**config.mk**
```make
export PLATFORM = sky130hd
export DESIGN_NAME = matrix_fifo_reader
export DESIGN_NICKNAME = d
export VERILOG_FILES = /design/src/rtl/fifo_pkg.sv /design/src/rtl/global_pkg.sv /design/src/rtl/rc_counter.sv /design/src/rtl/matrix_fifo_reader.sv
export SDC_FILE = /design/constraint.sdc
export NUM_CORES = 1
export LEC_CHECK = 0
export ABC_AREA = 1
export BUFFER_PORTS_ARGS = -buffer_cell sky130_fd_sc_hd__clkbuf_2
export CORE_MARGIN = 8
export CORE_UTILIZATION = 35
export DETAILED_ROUTE_END_ITERATION = 6
export HOLD_SLACK_MARGIN = 0.05
export PLACE_DENSITY = 0.58
export SETUP_SLACK_MARGIN = 0.4
export SYNTH_ARGS = -nofsm -noshare
export SYNTH_HDL_FRONTEND = slang
export SYNTH_HIERARCHICAL = 1
export SYNTH_SLANG_ARGS = --single-unit
```
**constraint.sdc**
```tcl
create_clock -name clk -period 5.1 [get_ports clk]
set_clock_uncertainty 0.2 [all_clocks]
set_input_delay 0.51 -clock clk [delete_from_list [all_inputs] [get_ports clk]]
set_output_delay 0.51 -clock clk [all_outputs]
set_load 0.005 [all_outputs]
```
**src/rtl/fifo_pkg.sv**
```systemverilog
// rtl/fifo_pkg.sv - matrix FIFO sizing constants, shared types and reader state encoding
package fifo_pkg;
  localparam int MAX_N  = 8;
  localparam int DATA_W = 8;
  localparam int IDX_W  = $clog2(MAX_N);
  localparam int CNT_W  = $clog2(MAX_N * MAX_N) + 1;

  typedef logic [3:0]       nibble_t;
  typedef logic [CNT_W-1:0] elem_cnt_t;

  typedef enum logic [1:0] {
    ST_IDLE,
    ST_STREAM,
    ST_FLUSH,
    ST_DONE
  } reader_state_t;

  function automatic logic dim_ok(input nibble_t n, input int max_n);
    return (n != 4'd0) && (int'(n) <= max_n);
  endfunction
endpackage

```
**src/rtl/global_pkg.sv**
```systemverilog
// rtl/global_pkg.sv - project-wide boolean flag constants
package global_pkg;
  localparam logic TRUE  = 1'b1;
  localparam logic FALSE = 1'b0;
endpackage

```
**src/rtl/rc_counter.sv**
```systemverilog
// rtl/rc_counter.sv - row-major row/column index counter for an N x N matrix
module rc_counter
  import fifo_pkg::*;
#(
  parameter int IDX_W = fifo_pkg::IDX_W
) (
  input  logic             clk,
  input  logic             rst,
  input  logic             clr,
  input  logic             inc,
  input  nibble_t          N,
  output logic [IDX_W-1:0] col,
  output logic [IDX_W-1:0] row,
  output logic             last_col,
  output logic             last
);

  logic [IDX_W-1:0] col_q, col_d;
  logic [IDX_W-1:0] row_q, row_d;

  always_comb begin
    last_col = (nibble_t'(col_q) == N - 4'd1);
    last     = last_col && (nibble_t'(row_q) == N - 4'd1);
    col_d    = col_q;
    row_d    = row_q;
    if (clr) begin
      col_d = '0;
      row_d = '0;
    end else if (inc) begin
      // Both indices wrap after the final element so a fresh matrix starts at (0,0).
      if (last) begin
        col_d = '0;
        row_d = '0;
      end else if (last_col) begin
        col_d = '0;
        row_d = row_q + 1'b1;
      end else begin
        col_d = col_q + 1'b1;
      end
    end
  end

  always_ff @(posedge clk) begin
    if (rst) begin
      col_q <= '0;
      row_q <= '0;
    end else begin
      col_q <= col_d;
      row_q <= row_d;
    end
  end

  assign col = col_q;
  assign row = row_q;

endmodule

```
**src/rtl/matrix_fifo_reader.sv**
```systemverilog
// rtl/matrix_fifo_reader.sv - drains N*N elements from a FWFT FIFO into a registered valid/ready stage
module matrix_fifo_reader
  import fifo_pkg::*;
  import global_pkg::*;
#(
  parameter int MAX_N  = fifo_pkg::MAX_N,
  parameter int DATA_W = fifo_pkg::DATA_W,
  parameter int IDX_W  = $clog2(MAX_N),
  parameter int CNT_W  = $clog2(MAX_N * MAX_N) + 1
) (
  input  logic              clk,
  input  logic              rst,
  input  logic              start,
  input  nibble_t           N,
  input  logic              fifo_empty,
  input  logic [DATA_W-1:0] fifo_data,
  output logic              fifo_pop,
  output logic [DATA_W-1:0] out_data,
  output logic              out_valid,
  input  logic              out_ready,
  output logic [IDX_W-1:0]  out_row,
  output logic [IDX_W-1:0]  out_col,
  output logic              out_last_col,
  output logic              out_last,
  output logic              busy,
  output logic              done
);

  reader_state_t     state_q;
  nibble_t           n_q;
  logic [CNT_W-1:0]  issued_q;
  logic [CNT_W-1:0]  nn;
  logic [DATA_W-1:0] out_data_q;
  logic [IDX_W-1:0]  out_row_q, out_col_q;
  logic              out_valid_q, out_last_col_q, out_last_q, busy_q, done_q;
  logic [IDX_W-1:0]  rc_row, rc_col;
  logic              rc_last_col, rc_last;
  logic              start_ok, load;

  assign nn       = CNT_W'(n_q) * CNT_W'(n_q);
  assign start_ok = (state_q == ST_IDLE) && start && dim_ok(N, MAX_N);
  // The output slot is free when empty or being drained this cycle, giving one element per cycle.
  assign load     = (state_q == ST_STREAM) && (issued_q < nn) && !fifo_empty
                    && (!out_valid_q || out_ready);
  assign fifo_pop = load;

  rc_counter #(
    .IDX_W(IDX_W)
  ) u_rc (
    .clk      (clk),
    .rst      (rst),
    .clr      (start_ok),
    .inc      (load),
    .N        (n_q),
    .col      (rc_col),
    .row      (rc_row),
    .last_col (rc_last_col),
    .last     (rc_last)
  );

  always_ff @(posedge clk) begin
    if (rst) begin
      state_q        <= ST_IDLE;
      n_q            <= '0;
      issued_q       <= '0;
      out_data_q     <= '0;
      out_row_q      <= '0;
      out_col_q      <= '0;
      out_valid_q    <= FALSE;
      out_last_col_q <= FALSE;
      out_last_q     <= FALSE;
      busy_q         <= FALSE;
      done_q         <= FALSE;
    end else begin
      done_q <= FALSE;
      unique case (state_q)
        ST_IDLE: begin
          if (start_ok) begin
            n_q      <= N;
            issued_q <= '0;
            busy_q   <= TRUE;
            state_q  <= ST_STREAM;
          end
        end
        ST_STREAM: begin
          if (load) begin
            out_data_q     <= fifo_data;
            out_row_q      <= rc_row;
            out_col_q      <= rc_col;
            out_last_col_q <= rc_last_col;
            out_last_q     <= (issued_q == nn - 1'b1);
            out_valid_q    <= TRUE;
            issued_q       <= issued_q + 1'b1;
            if (rc_last) begin
              state_q <= ST_FLUSH;
            end
          end else if (out_ready) begin
            out_valid_q <= FALSE;
          end
        end
        ST_FLUSH: begin
          if (out_valid_q && out_ready && out_last_q) begin
            out_valid_q <= FALSE;
            busy_q      <= FALSE;
            done_q      <= TRUE;
            state_q     <= ST_DONE;
          end
        end
        ST_DONE: begin
          state_q <= ST_IDLE;
        end
        default: begin
          state_q <= ST_IDLE;
        end
      endcase
    end
  end

  assign out_data     = out_data_q;
  assign out_valid    = out_valid_q;
  assign out_row      = out_row_q;
  assign out_col      = out_col_q;
  assign out_last_col = out_last_col_q;
  assign out_last     = out_last_q;
  assign busy         = busy_q;
  assign done         = done_q;

endmodule

```
# Word level (Yosys, flattened, before mapping)
# Index checks and enable logic that the tools add are counted.
totals:
  latchBits: 0
  input_bits: 17
  mem_bits_ro: 0
  mem_bits_rw: 0
  memories: 0
  elab_cells: 79
  out_inout_bits: 20
  reg_bits: 38
op_classes:
  n_mul: 1
  add_sub_neg: 5
  div: 0
  order_cmp: 2
  muxes: 19
  shifts: 0
  n_reduce_logical: 27
  eq_ne: 11
  bitwise: 1
op_table:
  columns: ["operator", "n"]
  rows:
  - ["$mux 7", 2]
  - ["$pmux 7 s2", 1]
  - ["$mux 3", 4]
  - ["$logic_and 1x1->1", 9]
  - ["$reduce_and 3->1", 3]
  - ["$eq 3x4->1", 2]
  - ["$mux 2", 4]
  - ["$ne 2x2->1 const B", 4]
  - ["$pmux 2 s4", 1]
  - ["$reduce_bool 2->1", 4]
  - ["$add 7x1->7 const B", 1]
  - ["$eq 7x7->1", 1]
  - ["$lt 7x7->1", 1]
  - ["$mul 4x4->7", 1]
  - ["$sub 7x1->7 const B", 1]
  - ["$add 3x1->3 const B", 2]
  - ["$reduce_and 2->1", 3]
  - ["$mux 1", 5]
  - ["$eq 2x2->1 const B", 2]
  - ["$le 4x4->1 const B", 1]
  - ["$pmux 1 s2", 2]
  - ["$reduce_and 4->1", 1]
  - ["$reduce_bool 4->1", 1]
  - ["$reduce_or 2->1", 2]
  - ["other kinds (7)", 8]

# Depth between registers and ports, before layout
depth:
  ltp_word: 7
  ltp_mapped: 22

# By module
# The synthesis kept the hierarchy.
by_module_without_submodules:
  columns: ["module", "cells_each", "n_inst", "area_per_inst_um2", "seq_area_each_um2"]
  rows:
  - ["matrix_fifo_reader", 273, 1, 1918.1, 640.6]
  - ["rc_counter", 89, 1, 524.3, 120.1]

# Least setup slack after synthesis
# OpenSTA, ideal clock, no wires.
synth_timing:
  path_kind: "register -> register"
  start: "reg n_q[0]"
  end: "reg u_rc.row_q[2] (netlist: u_rc/row[2])"
  path_slack_ps: 1725
  stages_incl_launch_ff: 17
  arrival_time_ps: 3063
  synth_period_minus_slack_ps: 3375
  setup_ps: 112
  cell_sequence: "dfxtp_1 > nand2_2 > nor2_1 > inv_1 > fa_1 > o21ai_0 > xor2_1 > ha_1 > a2111oi_4 > nand2_4 > inv_2 > buf_4 > inv_1 > nor2_1 > nand2_1 > nand2_1 > nor2_1"
synth_between:
  elab_chain_cells: 6
  elab_cells_between_ends: 12
  cone_classes: "add/sub (1); mul (1); order compare (1); eq/ne (2); mux (1); reduce/logical (6)"
synth_lines:
  columns: ["element", "line", "source"]
  rows:
  - ["from (decl)", "matrix_fifo_reader.sv:30", "nibble_t n_q;"]
  - ["from (signal assigned)", "matrix_fifo_reader.sv:64", "n_q <= '0;"]
  - ["from (signal assigned)", "matrix_fifo_reader.sv:79", "n_q <= N;"]
  - ["$mul 4x4->7", "matrix_fifo_reader.sv:40", "assign nn = CNT_W'(n_q) * CNT_W'(n_q);"]
  - ["$lt 7x7->1", "matrix_fifo_reader.sv:43", "assign load = (state_q == ST_STREAM) && (issued_q < nn) && !fifo_empty"]
  - ["$logic_and 1x1->1 (2 in a row)", "matrix_fifo_reader.sv:43", null]
  - ["$logic_and 1x1->1", "matrix_fifo_reader.sv:44", "&& (!out_valid_q || out_ready);"]
  - ["named net fifo_pop", "matrix_fifo_reader.sv:17", "output logic fifo_pop,"]
  - ["$reduce_and 2->1 (no source line)", null, null]
  - ["to (signal assigned)", "rc_counter.sv:49", "row_q <= row_d;"]
  - ["to (decl)", "rc_counter.sv:19", "logic [IDX_W-1:0] row_q, row_d;"]
# The timed path passes the listed nets, and every way through them passes these cells.
# A chain may end at the register's enable or synchronous reset.

# Final worst setup path
layout_timing:
  start: "reg n_q[0]"
  end: "out fifo_pop"
layout_between:
  elab_chain_cells: 5
layout_lines:
  columns: ["element", "line"]
  rows:
  - ["$mul 4x4->7", "matrix_fifo_reader.sv:40"]
  - ["$lt 7x7->1", "matrix_fifo_reader.sv:43"]
  - ["$logic_and 1x1->1 (2 in a row)", "matrix_fifo_reader.sv:43"]
  - ["$logic_and 1x1->1", "matrix_fifo_reader.sv:44"]
  - ["to (decl)", "matrix_fifo_reader.sv:17"]
# Every way passes these cells.

==> qor.yml <==
wirelength_mm: 5.78
fill_cells: 718
antenna_found_initial: 0
gp_congestion: 0.848
grt_most_used_layer: "met2"
async_reset_ff_share_pct: 0
diodes: 0
fin_tns_setup_ps: 0
cp_slowest_cell: "dfxtp_1"
synth_top_family_by_area: "simple AND/OR/NAND/NOR gates"
ys_seq_area_share_pct: 31.1
post-route-period-util_pct: 82.6
final_nets: 432
die_h_um: 99.5
cap_violations: 0
ys.flop_type: "dfxtp_1"
relSlewSlack_pct: 57.9
hold_viol: 0
met3_usage_pct: 3.21
vias_per_cell: 4.76
finalSetupViolCount: 0
grt_use_met2_pct: 21.8
initial_core_util_pct: 36.1
first_global_vias: 2164
drtIter0Drc: 75
num_rows: 30
synth_top_area_share_pct: 31.1
synthAdderAreaFrac_pct: 8.50
cts-root-buf: "clkbuf_8"
yosysMostFrequentCell: "nand2_1"
htreeDepth: 2
critPathKind: "flop to primary output"
synth_edf_count: 0
cts_tree: "built"
max_freq_ghz: 0.237
synth_top_area_cell: "dfxtp_1"
synth_cell_types: 29
synth-seq-cells: 38
setup_slack_ps: 886
cp.arrival_ps: 3500
cts-hold-fix-buffers: 0
cts_made_buffers: 5
grt_max_degree: 25
rsz0062_at_grt: "false"
worstPathMaxFanout: 23
holdCritPathClass: "input port to flop"
worst_slew_pin_slew_ps: 631
leakagePower_nw: 1.33
crit_chain: "nand2_2, nor2_1, inv_1, fa_1, o21ai_0, xor2_1, ha_1, a2111oi_4, nand2_4, inv_2, clkbuf_2"
end_kind: "primary output"
drc: 0
yosys-top-cells-area: "dfxtp_1 31%, nand2_1 12%, nor2_1 10%"
first_pass_iters: 4
synthTopCellsByCount: "78 x nand2_1, 67 x nor2_1, 40 x inv_1"
status: "completed"
areaGrowthSynthToFinish_pct: 15.8
synth_fp_nets: 395
clk_pin_slew_ps: 80
portBuffers: 36
wl_per_cell_um: 12.0
crit_required_ps: 4390
core_area_mm2: 0.00676
die_area_mm2: 0.00991
synthMuxAreaShare_pct: 0
synthXorXnorAreaFrac_pct: 5.02
pre_cts_ws_ps: 1170
antenna_left: 0
synth_compound_area_share_pct: 12.6
drive_gt1_share_pct: 17.8
synthSimpleGateAreaFrac_pct: 34.0
cts_setup_buffers: 0
num_io_pins: 37
yosysWarnings: 6
overflow: 0
syn_inst: 362
cp-start-kind: "flop"
power.density_mw_per_mm2: 390
cts-resized-gates: 0
clockBufferDepth: 2
ir_worst_vdd_mv: 0.120
slew_violations: 0
insertion_delay_ps: 290
fp.dieW_um: 99.5
grt_pass1_wl_mm: 9.87
hpwl_mm: 4.53
avgSynthCellArea_um2: 6.75
use_met1_pct: 13.4
min_period_ps: 4210
max_stage_delay_ps: 570
synth_area_mm2: 0.00244
grt.total_usage_pct: 11.9
dr_total_vias: 2286
clkSinkCount: 38
## state kept, by name (all words and copies together) (netlist names)
signal        cells
issued_q          7
n_q               4
busy              1
state_q           2
u_rc/col          3
out_col           3
out_last_col      1
out_data          8
out_last          1
out_row           3
u_rc/row          3
done              1
out_valid         1
## metal layers
layer	vias to the layer above	share of wire [%]
li1	1221	-
met1	1018	44
met2	43	50
met3	4	5.0
met4	0	0.81
met5	-	0
## metrics by stage
step	power (mW)	instance area, µm²	std cells	util, %	hold WS, ps
2_1_floorplan	0.698	2440	362	-	256
3_3_place_gp	0.792	2690	472	39.8	261
3_5_place_dp	0.801	2690	472	39.8	271
4_1_cts	1.11	2830	480	41.9	263
5_1_grt	1.19	2830	480	41.9	281
6_report	1.10	2830	480	41.9	269
## worst max-delay path, delay by kind of cell, from the launching register on
family / cells / cell delay (ps)
AOI/OAI and AO/OA: 2 / 670
xor gates and xnor gates: 1 / 140
adders and majority gates: 2 / 690
buffers and inverters: 3 / 610
DFF: 1 / 570
and+or+nand+nor: 3 / 510
## final timing paths
kind / start / endpoint / slack (ps) / depth (start not counted)
hold reg to reg: out_col[0] / out_col[0] / 280 / 2
setup / recovery: n_q[0] / fifo_pop / 890 / 11
setup reg to reg: n_q[0] / u_rc/row[2] / 1170 / 15
hold / removal: fifo_data[1] / out_data[1] / 270 / 3
## kinds of logic after synthesis
group                    Yosys count
adder cells (fa/ha/maj)           16
XOR/XNOR                          14
flip-flops                        38
AO/OA/AOI/OAI                     54
AND/OR/NAND/NOR                  187
buffers and inverters             53
## layout by cell type (no fill, tap or decap)
master,Yosys,layout
nand2_1,78,78
nor2_1,67,67
inv_1,40,40
dfxtp_1,38,38
clkbuf_2,2,36
o21ai_0,30,30
a21oi_1,19,19
nand3_1,17,17
ha_1,15,15
nand2_2,10,10
xor2_1,8,8
inv_2,6,6
xnor2_1,6,6
nand4_1,5,5
clkbuf_8,0,5
nor3_1,3,3
nand2_4,2,2
bufinv_16,0,2
nor2_4,2,2
nor3_4,1,1
nand3_2,1,1
a21o_1,1,1
a2111oi_4,1,1
o21ai_2,1,1
nand2_8,1,1
inv_6,1,1
o211ai_1,1,1
o221a_2,1,1
fa_1,1,1
clkinv_4,0,1
## report_power, final
group          total [mW]  internal [mW]  switching, mW
logic               0.416          0.153          0.263
registers           0.375          0.336         0.0386
clock network       0.311          0.196          0.115
total                1.10          0.685          0.417
## area by class of cell
type | instances | area, µm² | area share (%)
Sequential cell | 38 | 761 | 26.9
Clock inverter | 3 | 68.8 | 2.43
Inverter | 47 | 181 | 6.42
Timing Repair Buffer | 36 | 180 | 6.37
Tap cell | 80 | 100 | 3.54
Multi-Input combinational cell | 271 | 1470 | 51.9
Clock buffer | 5 | 68.8 | 2.43
Power figures use the tool's default switching activity.
